$ cat src/rtl/alu_ctrl.sv
// -----------------------------------------------------------------------------
// alu_ctrl
// Command/response sequencer for an external combinational ALU.
//
// A command is accepted in IDLE. For a legal opcode (0x0-0x9) the operands,
// flag input and opcode are registered onto the ALU drive ports. The FSM then
// spends exactly one EXEC cycle and captures the ALU result and flag. The
// response is held in RESP until it is consumed. An illegal opcode (0xA-0xF)
// skips EXEC and produces an error response straight away. The ALU drive
// ports are left untouched in that case.
//
// Ports
//   clk, rst             : clock, synchronous active-high reset
//   cmd_valid/cmd_ready  : command handshake (cmd_ready == state is IDLE)
//   cmd_op               : ALU opcode, 0x0-0x9 legal
//   cmd_a, cmd_b         : operands
//   cmd_flagin           : value for the ALU flag input
//   cmd_chain            : use the previous captured result as operand A
//   A, B, ALUFlagIN,
//   ALUControl           : registered drive to the ALU
//   ALUResult, ALUFlags  : combinational return from the ALU
//   rsp_valid/rsp_ready  : response handshake
//   rsp_result, rsp_flag,
//   rsp_err              : captured response
//   op_count             : completed responses, wraps at 256
// -----------------------------------------------------------------------------
module alu_ctrl #(
  parameter int ancho = 4
) (
  input  logic             clk,
  input  logic             rst,
  input  logic             cmd_valid,
  output logic             cmd_ready,
  input  logic [3:0]       cmd_op,
  input  logic [ancho-1:0] cmd_a,
  input  logic [ancho-1:0] cmd_b,
  input  logic             cmd_flagin,
  input  logic             cmd_chain,
  output logic [ancho-1:0] A,
  output logic [ancho-1:0] B,
  output logic             ALUFlagIN,
  output logic [3:0]       ALUControl,
  input  logic [ancho-1:0] ALUResult,
  input  logic             ALUFlags,
  output logic             rsp_valid,
  input  logic             rsp_ready,
  output logic [ancho-1:0] rsp_result,
  output logic             rsp_flag,
  output logic             rsp_err,
  output logic [7:0]       op_count
);

  typedef enum logic [1:0] {
    S_IDLE = 2'd0,
    S_EXEC = 2'd1,
    S_RESP = 2'd2
  } state_t;

  state_t           r_state;
  logic             r_cmd_ready;
  logic [ancho-1:0] r_a;
  logic [ancho-1:0] r_b;
  logic             r_flagin;
  logic [3:0]       r_ctrl;
  logic             r_rsp_valid;
  logic [ancho-1:0] r_rsp_result;
  logic             r_rsp_flag;
  logic             r_rsp_err;
  logic [7:0]       r_op_count;
  logic [ancho-1:0] r_last_result;

  // Opcodes 0x0-0x9 are implemented by the ALU.
  function automatic logic is_legal(input logic [3:0] op);
    return (op <= 4'h9);
  endfunction

  // Only these opcodes give a meaningful ALU flag. For the rest the flag is undefined.
  function automatic logic flag_defined(input logic [3:0] op);
    logic v;
    case (op)
      4'h2, 4'h6, 4'h8, 4'h9: v = 1'b1;
      default:                v = 1'b0;
    endcase
    return v;
  endfunction

  // Control FSM. Every output is a register updated here.
  always_ff @(posedge clk) begin
    if (rst) begin
      r_state       <= S_IDLE;
      r_cmd_ready   <= 1'b1;
      r_a           <= {ancho{1'b0}};
      r_b           <= {ancho{1'b0}};
      r_flagin      <= 1'b0;
      r_ctrl        <= 4'h0;
      r_rsp_valid   <= 1'b0;
      r_rsp_result  <= {ancho{1'b0}};
      r_rsp_flag    <= 1'b0;
      r_rsp_err     <= 1'b0;
      r_op_count    <= 8'd0;
      r_last_result <= {ancho{1'b0}};
    end else begin
      case (r_state)
        S_IDLE: begin
          if (cmd_valid) begin
            r_cmd_ready <= 1'b0;
            if (is_legal(cmd_op)) begin
              r_a      <= cmd_chain ? r_last_result : cmd_a;
              r_b      <= cmd_b;
              r_flagin <= cmd_flagin;
              r_ctrl   <= cmd_op;
              r_state  <= S_EXEC;
            end else begin
              // Error response goes out directly. The ALU drive and last_result are kept.
              r_rsp_result <= {ancho{1'b0}};
              r_rsp_flag   <= 1'b0;
              r_rsp_err    <= 1'b1;
              r_rsp_valid  <= 1'b1;
              r_state      <= S_RESP;
            end
          end else begin
            r_state <= S_IDLE;
          end
        end
        S_EXEC: begin
          // The operands have been stable on the ALU for one full cycle.
          r_rsp_result  <= ALUResult;
          r_last_result <= ALUResult;
          r_rsp_flag    <= flag_defined(r_ctrl) ? ALUFlags : 1'b0;
          r_rsp_err     <= 1'b0;
          r_rsp_valid   <= 1'b1;
          r_state       <= S_RESP;
        end
        S_RESP: begin
          if (rsp_ready) begin
            r_rsp_valid <= 1'b0;
            r_cmd_ready <= 1'b1;
            r_op_count  <= r_op_count + 8'd1;
            r_state     <= S_IDLE;
          end else begin
            r_state <= S_RESP;
          end
        end
        default: begin
          r_state     <= S_IDLE;
          r_cmd_ready <= 1'b1;
          r_rsp_valid <= 1'b0;
        end
      endcase
    end
  end

  assign cmd_ready  = r_cmd_ready;
  assign A          = r_a;
  assign B          = r_b;
  assign ALUFlagIN  = r_flagin;
  assign ALUControl = r_ctrl;
  assign rsp_valid  = r_rsp_valid;
  assign rsp_result = r_rsp_result;
  assign rsp_flag   = r_rsp_flag;
  assign rsp_err    = r_rsp_err;
  assign op_count   = r_op_count;

endmodule

$ cat config.mk
export PLATFORM = sky130hd
export DESIGN_NAME = alu_ctrl
export DESIGN_NICKNAME = d
export VERILOG_FILES = /design/src/rtl/alu_ctrl.sv
export SDC_FILE = /design/constraint.sdc
export NUM_CORES = 1
export LEC_CHECK = 0
export CORE_UTILIZATION = 44
export DETAILED_ROUTE_END_ITERATION = 12
export PLACE_DENSITY = 0.79
export SETUP_SLACK_MARGIN = 0.05
export SLEW_MARGIN = 40
export SYNTH_ARGS = -nofsm -noshare
export SYNTH_HDL_FRONTEND = slang
export SYNTH_SLANG_ARGS = --single-unit
$ cat constraint.sdc
create_clock -name clk -period 1.85 [get_ports clk]
set_input_delay 0.37 -clock clk [delete_from_list [all_inputs] [get_ports clk]]
set_output_delay 0.37 -clock clk [all_outputs]
set_load 0.02 [all_outputs]
==> flow_summary.toml <==
[setup_path]
cp_max_fo = 5
setup.worst_path.end_class = "output port"
worst-setup-path-type = "flop to output port"
path_buf_inv = 1
crit_path_max_incr_delay_ns = 0.63
critical-path-top-delay-family = "buffers and inverters"
required_ns = 1.48
cp.arrival_ns = 1.36
cp-start-kind = "flop"
cp_slowest_cell = "clkdlybuf4s50_1"
crit_chain = "clkdlybuf4s50_1"

[synth]
netlist_area_mm2 = 0.00146
ys_types = 33
synth-seq-cells = 35
syn_area_per_cell_um2 = 8.80
synth_top_area_share_pct = 47.9
yosysMostFrequentCell = "dfxtp_1"
synthCells = 166
yosys-top-cells-count = "35 x dfxtp_1, 25 x a21oi_1, 17 x o21ai_0, 12 x nand3_1, 11 x nand2_1"
yosys_most_used_dff = "dfxtp_1"
synthTopCellsByArea = "dfxtp_1 48%, a21oi_1 8.6%, o21ai_0 5.8%, nand3_1 4.1%, mux2i_1 3.4%"
async_reset_ff_share_pct = 0
yosysWarnings = 0
synth_top_area_cell = "dfxtp_1"
synth_fp_nets = 190
yosysSeqAreaShare_pct = 47.9
synth_edf_count = 0

[sta]
rsz0062_at_grt = "false"
slew_viol_final = 0
max_slew.worst_pin.slew_ns = 0.302
finalHoldViolCount = 0
finalClockSkew_ns = 0.00611
fin_crit_ns = 1.73
setup_violations = 0
clock.fmax_mhz = 579
slew_headroom_pct = 79.8
timing.final.crit_share_pct = 93.4

[floorplan]
die_x_um = 59.6
die_area_mm2 = 0.00356
die_y_um = 59.6
fp-row-count = 20
start_util_pct = 47.1
num_io_pins = 52
core_mm2 = 0.00310

[clock_network]
cts_tree = "done"
cts.path.max_buffers = 2
hold_buffers = 0
cts.sinks = 35
cts_made_buffers = 5
htreeDepth = 2
clkSlewWorstSetupHoldPaths_ns = 0.10
cts_root_buf = "clkbuf_4"
insertion_delay_ns = 0.31
cts_setup_buffers = 0

[layout]
instances_no_fill = 266
drive_gt1_share_pct = 7.66
fin_area_mm2 = 0.00211
areaGrowthSynthToFinish_pct = 44.4
multi_input_area_um2 = 699
antennaDiodeCount = 0
nFillCells = 288
fin_nets = 247
ff_latch_area_um2 = 701

[placement]
place_congestion = 0.920
portBuffers = 51
placed_area_mm2 = 0.00206
dpl.cell_count = 260
hpwl_mm = 2.64

[detailed_routing]
drc = 0
wl_per_cell_um = 13.5
drtIter0Drc = 53
top_layer = "met4"
wl_met3_um = 141
via_count = 1435
postRouteAntennaNets = 0
wl_met2_mm = 1.88
finalWirelength_mm = 3.60
met1_length_mm = 1.54
vias_per_cell = 5.39
first_pass_iters = 4

[power]
total_leakage_power_nw = 0.793
power_density_mw_per_mm2 = 696
irDropWorstVdd_uv = 503

[global_routing]
grt_pass1_wl_mm = 5.71
overflow = 0
grt_max_degree = 41
grt_pass1_vias = 1392
grtUsageTotal_pct = 21.4
antenna_found_initial = 0

[hold_path]
hold_path.class = "flop to flop"

[flow_run]
maxCapViolCount = 0

[run_status]
status = "finished, final reports clean"
## final cells by class
type | instances | share of cell area (%)
timing repair buffer | 61 | 28.6
inverter | 3 | 0.533
sequential | 35 | 33.2
clock buffer | 6 | 1.96
multi-input combinational | 117 | 33.1
tap | 44 | 2.61
## logic make-up (layout without fill, tap and decap cells)
logic type                 after synthesis  after routing  synth area share [%]
adders and majority gates                1              1                 0.856
and+or+nand+nor                         53             53                  20.6
AOI/OAI and AO/OA                       56             56                  21.7
buffers and inverters                   14             70                  4.19
DFF                                     35             35                  47.9
xor gates and xnor gates                 2              2                  1.20
muxes                                    5              5                  3.42
## metrics by stage
| step | setup TNS (ns) | utilization, % | hold WS (ns) | worst slack [ns] | total power, mW |
|---|---|---|---|---|---|
| 2_1_floorplan | 0 | - | 0.436 | 0.477 | 0.972 |
| 3_3_place_gp | -0.000869 | 66.5 | 0.455 | -0.000869 | 1.12 |
| 3_5_place_dp | -0.724 | 66.5 | 0.460 | -0.109 | 1.13 |
| 4_1_cts | 0 | 67.9 | 0.474 | 0.0784 | 1.48 |
| 5_1_grt | 0 | 68.0 | 0.500 | 0.0554 | 1.53 |
| 6_report | 0 | 68.0 | 0.472 | 0.123 | 1.47 |
## registers in the layout (all words and copies together), names as in the netlist
register	flops
r_last_result	4
rsp_result	4
rsp_flag	1
op_count	8
rsp_valid	1
ALUControl	4
r_state	2
cmd_ready	1
ALUFlagIN	1
rsp_err	1
A	4
B	4
## path summary, 6_finish.rpt
path                                    end  slack [ns]         from  cells past startpoint
worst max-delay path            op_count[2]        0.12  op_count[2]                      1
worst min register to register    rsp_valid        0.47    rsp_valid                      2
worst max register to register    ALUFlagIN        0.34   r_state[0]                      4
worst min-delay path              rsp_valid        0.47    rsp_valid                      2
## routing by layer
metal,GRT usage [%],up-vias
li1,-,715
met1,24.1,675
met2,38.0,41
met3,5.02,4
met4,9.63,0
met5,0,-
## layout by cell type, fill, tap and decap left out, types with 2 or more instances in the layout
cell type,Yosys,routed
inv_1,3,3
dlymetal6s2s_1,0,2
buf_4,0,9
nand2b_1,6,6
nor2_1,6,6
a21oi_1,25,25
clkbuf_4,0,5
o21a_1,2,2
nand3b_1,4,4
mux2i_1,5,5
or3_1,3,3
clkdlybuf4s50_1,0,49
nand3_1,12,12
o21ai_0,17,17
o31ai_1,3,3
nor3_1,2,2
xor2_1,2,2
dfxtp_1,35,35
a211oi_1,4,4
or4_1,3,3
nand2_1,11,11
## where the power goes
part           internal (mW)  switching [mW]  total (mW)
Sequential             0.789          0.0273       0.816
Combinational          0.155           0.142       0.297
Clock                  0.135           0.220       0.355
Total                   1.08           0.389        1.47
## what timing repair did
action	CTS	global route
endpoints found under the setup margin	0	2
hold endpoints to repair	0	0
resized for setup	0	2
Note: power is estimated with default switching activity, not from simulation.
